### config.mk
export PLATFORM = sky130hd
export DESIGN_NAME = param_alu
export DESIGN_NICKNAME = d
export VERILOG_FILES = /design/src/rtl/param_alu.sv
export SDC_FILE = /design/constraint.sdc
export NUM_CORES = 1
export LEC_CHECK = 0
export ABC_AREA = 1
export BUFFER_PORTS_ARGS = -buffer_cell sky130_fd_sc_hd__buf_2
export CAP_MARGIN = 0
export CORE_ASPECT_RATIO = 0.6
export CORE_MARGIN = 5
export CORE_UTILIZATION = 35
export CTS_CLUSTER_SIZE = 28
export DETAILED_ROUTE_END_ITERATION = 16
export HOLD_SLACK_MARGIN = 0.02
export SLEW_MARGIN = 10
export SYNTH_ARGS = -nofsm -noshare
export SYNTH_HDL_FRONTEND = slang
export SYNTH_SLANG_ARGS = --single-unit
### constraint.sdc
create_clock -name clk -period 3.3 [get_ports clk]
set_clock_uncertainty 0.05 [all_clocks]
set_input_delay 0.165 -clock clk [delete_from_list [all_inputs] [get_ports clk]]
set_output_delay 0.165 -clock clk [all_outputs]
set_load 0.01 [all_outputs]
### src/rtl/param_alu.sv
// Multi-cycle ALU: single-cycle logic/add/sub ops, iterative shift-add multiply
// and restoring divide, one request at a time through a start/ready handshake.
module param_alu #(
  parameter int W = 8
) (
  input  logic             clk,
  input  logic             rst_n,
  input  logic [W-1:0]     A,
  input  logic [W-1:0]     B,
  input  logic             start,
  input  logic [2:0]       opcode,
  output logic             ready,
  output logic [2*W-1:0]   result,
  output logic             done,
  output logic             err,
  output logic [1:0]       state_o
);

  // Handshake: a request is taken on a rising edge where start=1 and ready=1;
  // done pulses for one cycle with result/err valid, and ready is already high then.

  localparam int CW = $clog2(W);

  localparam logic [2:0] OP_NOP = 3'b000;
  localparam logic [2:0] OP_ADD = 3'b001;
  localparam logic [2:0] OP_AND = 3'b010;
  localparam logic [2:0] OP_XOR = 3'b011;
  localparam logic [2:0] OP_MUL = 3'b100;
  localparam logic [2:0] OP_SUB = 3'b101;
  localparam logic [2:0] OP_DIV = 3'b110;
  localparam logic [2:0] OP_OR  = 3'b111;

  typedef enum logic [1:0] {
    IDLE    = 2'd0,
    MUL_RUN = 2'd1,
    DIV_RUN = 2'd2
  } state_t;

  state_t           state_q, state_d;
  logic [2*W-1:0]   acc_q, acc_d;
  logic [2*W-1:0]   mcand_q, mcand_d;
  logic [W-1:0]     mplier_q, mplier_d;
  logic [W-1:0]     rem_q, rem_d;
  logic [W-1:0]     quo_q, quo_d;
  logic [W-1:0]     b_q, b_d;
  logic [CW-1:0]    cnt_q, cnt_d;
  logic [2*W-1:0]   result_q, result_d;
  logic             done_q, done_d;
  logic             err_q, err_d;

  logic [W:0]       sum_w, dif_w;
  logic [2*W-1:0]   mul_acc;
  logic [W:0]       rem_sh, div_diff;
  logic             div_ge;
  logic [W-1:0]     rem_nx, quo_nx;
  logic             last_iter;

  assign sum_w     = {1'b0, A} + {1'b0, B};
  assign dif_w     = {1'b0, A} - {1'b0, B};
  assign mul_acc   = acc_q + (mplier_q[0] ? mcand_q : '0);
  // Restoring step: bring in the next dividend bit, keep the difference if no borrow.
  assign rem_sh    = {rem_q, quo_q[W-1]};
  assign div_diff  = rem_sh - {1'b0, b_q};
  assign div_ge    = ~div_diff[W];
  assign rem_nx    = div_ge ? div_diff[W-1:0] : rem_sh[W-1:0];
  assign quo_nx    = {quo_q[W-2:0], div_ge};
  assign last_iter = (cnt_q == CW'(W - 1));

  always_comb begin
    state_d  = state_q;
    acc_d    = acc_q;
    mcand_d  = mcand_q;
    mplier_d = mplier_q;
    rem_d    = rem_q;
    quo_d    = quo_q;
    b_d      = b_q;
    cnt_d    = cnt_q;
    result_d = result_q;
    done_d   = 1'b0;
    err_d    = err_q;
    case (state_q)
      IDLE: begin
        if (start) begin
          case (opcode)
            OP_ADD: begin
              result_d = {{(W-1){1'b0}}, sum_w};
              done_d   = 1'b1;
              err_d    = 1'b0;
            end
            OP_SUB: begin
              result_d = {{(W-1){1'b0}}, dif_w};
              done_d   = 1'b1;
              err_d    = 1'b0;
            end
            OP_AND, OP_XOR, OP_OR: begin
              if (opcode == OP_AND)      result_d = {{W{1'b0}}, A & B};
              else if (opcode == OP_XOR) result_d = {{W{1'b0}}, A ^ B};
              else                       result_d = {{W{1'b0}}, A | B};
              done_d = 1'b1;
              err_d  = 1'b0;
            end
            OP_MUL: begin
              acc_d    = '0;
              mcand_d  = {{W{1'b0}}, A};
              mplier_d = B;
              cnt_d    = '0;
              state_d  = MUL_RUN;
            end
            OP_DIV: begin
              if (B == '0) begin
                result_d = {A, {W{1'b1}}};
                done_d   = 1'b1;
                err_d    = 1'b1;
              end else begin
                rem_d   = '0;
                quo_d   = A;
                b_d     = B;
                cnt_d   = '0;
                state_d = DIV_RUN;
              end
            end
            default: ;
          endcase
        end
      end
      MUL_RUN: begin
        acc_d    = mul_acc;
        mcand_d  = mcand_q << 1;
        mplier_d = mplier_q >> 1;
        cnt_d    = cnt_q + CW'(1);
        if (last_iter) begin
          result_d = mul_acc;
          done_d   = 1'b1;
          err_d    = 1'b0;
          cnt_d    = '0;
          state_d  = IDLE;
        end
      end
      DIV_RUN: begin
        rem_d = rem_nx;
        quo_d = quo_nx;
        cnt_d = cnt_q + CW'(1);
        if (last_iter) begin
          result_d = {rem_nx, quo_nx};
          done_d   = 1'b1;
          err_d    = 1'b0;
          cnt_d    = '0;
          state_d  = IDLE;
        end
      end
      default: state_d = IDLE;
    endcase
  end

  always_ff @(posedge clk) begin
    if (!rst_n) begin
      state_q  <= IDLE;
      acc_q    <= '0;
      mcand_q  <= '0;
      mplier_q <= '0;
      rem_q    <= '0;
      quo_q    <= '0;
      b_q      <= '0;
      cnt_q    <= '0;
      result_q <= '0;
      done_q   <= 1'b0;
      err_q    <= 1'b0;
    end else begin
      state_q  <= state_d;
      acc_q    <= acc_d;
      mcand_q  <= mcand_d;
      mplier_q <= mplier_d;
      rem_q    <= rem_d;
      quo_q    <= quo_d;
      b_q      <= b_d;
      cnt_q    <= cnt_d;
      result_q <= result_d;
      done_q   <= done_d;
      err_q    <= err_d;
    end
  end

  assign ready   = (state_q == IDLE);
  assign result  = result_q;
  assign done    = done_q;
  assign err     = err_q;
  assign state_o = state_q;

endmodule
After elaboration in Yosys (flattened, before gate mapping)
Index checks and enable logic that the tools add are counted.

Flip-flop bits (word level): 87. Output and inout port bits: 21. Word-level logic and storage cells: 106.

$add $sub $neg: 5. Eq/ne operators: 22. Mux-type cells: 47. Bitwise gates (word level): 5. Reductions and logical operators: 16.

Operator list (number): 16-bit 2-to-1 mux (9); 8-bit 2-to-1 mux (11); 16-bit case mux with 2 select lines (2); 16-bit case mux with 4 select lines (1); 16-bit case mux with 3 select lines (1); 8-bit case mux with 2 select lines (3); 16-bit adder (1); 4-bit AND reduction (4); 3-bit == test (second input constant) (5); 3-bit case mux with 2 select lines (2); 8-bit by 8-bit adder with 9-bit output (1); 3-bit 2-to-1 mux (3); 8-bit by 8-bit subtractor with 9-bit output (1); 9-bit by 8-bit subtractor with 9-bit output (1); 8-bit bitwise AND (1); 8-bit zero test (1); 2-bit inequality test (second input constant) (4); 8-bit OR (1); 1-bit case mux with 2 select lines (4); 2-bit case mux with 2 select lines (2); 8-bit bitwise XOR (1); 3-bit by 2-bit == test with 1-bit output (second input constant) (2); 1-bit 2-to-1 mux (6); 2-bit 2-to-1 mux (3); 19 further kinds (25).

Depth between registers and ports, before layout
Depth after elaboration: 6. Mapped depth: 17.

Least setup slack after synthesis
Ideal clock, no wire load.

Path type: input to register. Start: in opcode[2]. End: reg result_q[7] (netlist: result[7]). Library setup time: 67 ps. Data arrival time: 2146 ps. Setup slack: 1037 ps. Cell stages on the path: 16. Buffers on the path: 1. Path through: buf_4 -> inv_1 -> nor3_1 -> inv_1 -> nand2_1 -> xor2_1 -> inv_1 -> ha_1 -> a21oi_1 -> o21a_1 -> nand2_1 -> nand2_1 -> nand3_1 -> nand2_1 -> nand3_2 -> a21oi_2.

Word-level cells in the longest chain between the ends: 6. Elaborated cells between the ends (all ways): 15.

Ends and longest elaborated chain: start: declaration (RTL line 11) `input logic [2:0] opcode,`; 3-bit by 2-bit == test with 1-bit output (RTL line 84, 97); 8-bit 2-to-1 mux (RTL line 97) `else if (opcode == OP_XOR) result_d = {{W{1'b0}}, A ^ B};`; 8-bit 2-to-1 mux (RTL line 96) `if (opcode == OP_AND) result_d = {{W{1'b0}}, A & B};`; 16-bit case mux with 4 select lines (RTL line 84) `case (opcode)`; 16-bit 2-to-1 mux (RTL line 83) `if (start) begin`; 16-bit case mux with 3 select lines (RTL line 81) `case (state_q)`; end signal: assignment (RTL line 177) `result_q <= result_d;`; end: declaration (RTL line 47) `logic [2*W-1:0] result_q, result_d;`.

Several ways; a longest one is shown, not always the timed one. The select of a mux whose other input is x is not followed. A chain may end at the register's enable or synchronous reset.

Worst setup path after layout
Start: reg state_q[0] (netlist: state_o[0]). End: reg quo_q[0].

Word-level cells in the longest chain between the ends: 3. Elaborated cells between the ends (all ways): 8.

Ends and longest elaborated chain: start: declaration (RTL line 39) `state_t state_q, state_d;`; start signal: assignment (RTL line 169) `state_q <= state_d;`; 2-bit zero test or 2-bit == test (tied branches) (RTL line 81); 2-bit by 1-bit inequality test with 1-bit output (no line) (tied with other cells); 4-bit AND reduction (no line); end signal: assignment (RTL line 174) `quo_q <= quo_d;`; end: declaration (RTL line 44) `logic [W-1:0] quo_q, quo_d;`.

Several ways; a longest one is shown, not always the timed one.

==> flow_summary.json <==
{
  "drt_iter0_drc": 559,
  "final_common_cell": "nand2_1",
  "areaGrowthSynthToFinish_pct": 10.5,
  "htreeDepth": 3,
  "tightestPinTransition_ps": 1100,
  "synth_nets": 1042,
  "cts-root-buf": "clkbuf_16",
  "vias_per_cell": 5.10,
  "crit_family": "compound AO/OA/AOI/OAI gates",
  "synth-simple-area-share": 0.284,
  "overflow": 0,
  "diodes": 0,
  "postCtsSetupRepairBufs": 0,
  "dr.pass1.iters": 5,
  "ios": 43,
  "finalHoldViolations": 0,
  "ys_ff_latch": 87,
  "avgSynthCellArea_um2": 6.50,
  "period_needed_ps": 2580,
  "r2r-end": "quo_q[0]",
  "comb_power_share": 0.525,
  "start_util": 0.361,
  "startpoint_type": "flop",
  "required_ps": 3460,
  "synthCells": 963,
  "p_sw_mw": 2.55,
  "peakVddDrop_mv": 0.551,
  "synthAdderAreaFrac": 0.118,
  "fin_area_um2": 6920,
  "nets": 1064,
  "slowest_stage": "o21ai_2",
  "via_count": 6247,
  "status": "finished clean",
  "slowest_delay_ps": 490,
  "synth_compound_area_frac": 0.198,
  "yosysUniqueCellTypes": 41,
  "max-clock-path-buffers": 2,
  "register_area_um2": 1740,
  "rsz0062_at_grt": "no",
  "dieArea_um2": 20700,
  "p_int_mw": 2.74,
  "globalRouteTotalUtil": 0.184,
  "antenna_left": 0,
  "final_cell_mix": "nand2_1 (251), inv_1 (124), a21oi_1 (106)",
  "cts_tree": "built",
  "clockPowerShare": 0.187,
  "clock_latency_ps": 340,
  "drive_above_1_share": 0.0939,
  "end_kind": "flop",
  "fill_cells": 1890,
  "hold_path_class": "in -> reg",
  "place_congestion": 0.917,
  "finalSetupTns_ps": 0,
  "wl_per_cell_um": 15.5,
  "hold_start": "B[1]",
  "drc": 0,
  "synth_top_family_by_area": "simple AND/OR/NAND/NOR gates",
  "relSlewSlack": 0.268,
  "drv_cap": 0,
  "cp.arrival_ps": 2750,
  "seq_area_frac_synth": 0.278,
  "switching_share": 0.482,
  "core_um2": 17400,
  "die_h_um": 114,
  "io_buffers": 42,
  "grt_pass1_wl_mm": 30.5,
  "syn_area_um2": 6260,
  "reg2reg_depth": 11,
  "hold_depth": 3,
  "multiInputGateArea_um2": 3830,
  "fmax_mhz": 387,
  "clock-sinks": 87,
  "antenna_found_initial": 0,
  "r2r-start": "state_o[0]",
  "muxShareOfSynthArea": 0,
  "setup.worst_path.class": "reg -> reg",
  "synth-xor-area-share": 0.0112,
  "total_leakage_power_nw": 3.49,
  "dieWidth_um": 183,
  "placementRows": 37,
  "cp_cell_sequence": "inv_1 > ha_1 > inv_2 > nor2_2 > inv_2 > nor2_4 > nand2_2 > o21ai_2 > inv_2 > a21oi_1 > a21oi_1",
  "grt_pass1_vias": 5505,
  "dp_hpwl_mm": 14.7,
  "seq_power_share": 0.288,
  "clk_pin_slew_ps": 70,
  "slew_violations": 0,
  "setup_viol": 0,
  "path_max_fanout": 30,
  "cp_common_cell": "inv_2",
  "totalWireLength_mm": 18.9,
  "power_density_nw_per_um2": 766,
  "yosysWarningCount": 0,
  "hold_path_end": "mplier_q[1]",
  "ctsResizeCount": 0,
  "r2r_setup_slack_ps": 720,
  "fin_crit_sh": 0.783,
  "crit_buf_inv": 4,
  "place_area_um2": 6640,
  "cts_buffers": 9,
  "grt_max_degree": 71,
  "cts_hold_buf": 0
}
-- cell usage after synthesis, drive strengths merged --
cell type,number,area share
nand2,253,0.15
inv,135,0.081
a21oi,107,0.086
dfxtp,87,0.28
o21ai,87,0.070
nand3,73,0.065
ha,54,0.11
nor2,52,0.034
clkbuf,23,0.014
a31oi,21,0.021
buf,14,0.015
nor3,10,0.0098
nand3b,9,0.011
xor2,8,0.011
o221ai,6,0.0084
nand4,5,0.0074
or2,4,0.0040
fa,3,0.0096
o21a,3,0.0036
clkinv,2,0.0012
o21bai,2,0.0024
and2,1,0.0010
o211a,1,0.0016
o211ai,1,0.0012
o22ai,1,0.0020
o31ai,1,0.0012
-- tightest hold or removal path, stage by stage --
cell and delay (ps):
buf_2 150, nand2_1 70, a31oi_1 70
-- layer usage --
| metal | track usage | part of all wire | vias up |
|---|---|---|---|
| li1 | - | - | 3219 |
| met1 | 0.300 | 0.54 | 2797 |
| met2 | 0.235 | 0.35 | 223 |
| met3 | 0.0558 | 0.097 | 8 |
| met4 | 0.0210 | 0.0049 | 0 |
| met5 | 0 | 0 | - |
-- flip-flops by register name, summed over array words and instances (netlist names) --
| name | cells |
|---|---|
| acc_q | 16 |
| b_q | 8 |
| cnt_q | 3 |
| done | 1 |
| err | 1 |
| mcand_q | 16 |
| mplier_q | 8 |
| quo_q | 8 |
| rem_q | 8 |
| result | 16 |
| state_o | 2 |
-- power groups by stage --
stage,clock network [mW],registers [mW],logic [mW]
detailed placement,0,1.54,2.72
CTS,1.01,1.52,2.73
global route,1.04,1.56,3.17
global placement,0,1.54,2.71
floorplan,0,1.54,2.00
finish,0.989,1.52,2.78
-- final cells by class --
cell class	instances	area share
multi-input cells	702	0.554
clock inverters	6	0.00724
clock buffers	10	0.0331
inverters	137	0.0747
flip-flops and latches	87	0.252
well taps	234	0.0423
repair buffers	48	0.0369
-- how the worst max path moves through the flow --
stage / from / end / slack (ps) / cells past startpoint
3_3_place_gp: opcode[2] / result[5] / 600 / 16
5_1_grt: state_o[0] / quo_q[0] / 450 / 11
2_1_floorplan: opcode[2] / result[7] / 1040 / 16
3_5_place_dp: opcode[2] / result[6] / 540 / 17
4_1_cts: state_o[0] / quo_q[0] / 770 / 11
6_report: state_o[0] / quo_q[0] / 720 / 11
-- metrics by stage --
step                       util  std cells  hold slack [ps]  setup slack [ps]  power (mW)
after detailed placement  0.382       1208              411               541        4.26
after global routing      0.398       1224              131               445        5.77
after global placement    0.382       1208              405               604        4.26
after CTS                 0.398       1224              111               774        5.26
after floorplan               -        963              275              1040        3.53
final                     0.398       1224              113               716        5.29
-- logic make-up (layout without fill, tap and decap cells) --
| group | count (synthesis) | in the layout |
|---|---|---|
| buffers and inverters | 174 | 201 |
| DFF | 87 | 87 |
| xor gates and xnor gates | 8 | 8 |
| adders and majority gates | 57 | 57 |
| and+or+nand+nor | 407 | 407 |
| AOI/OAI and AO/OA | 230 | 230 |
Power figures use the tool's default switching activity.
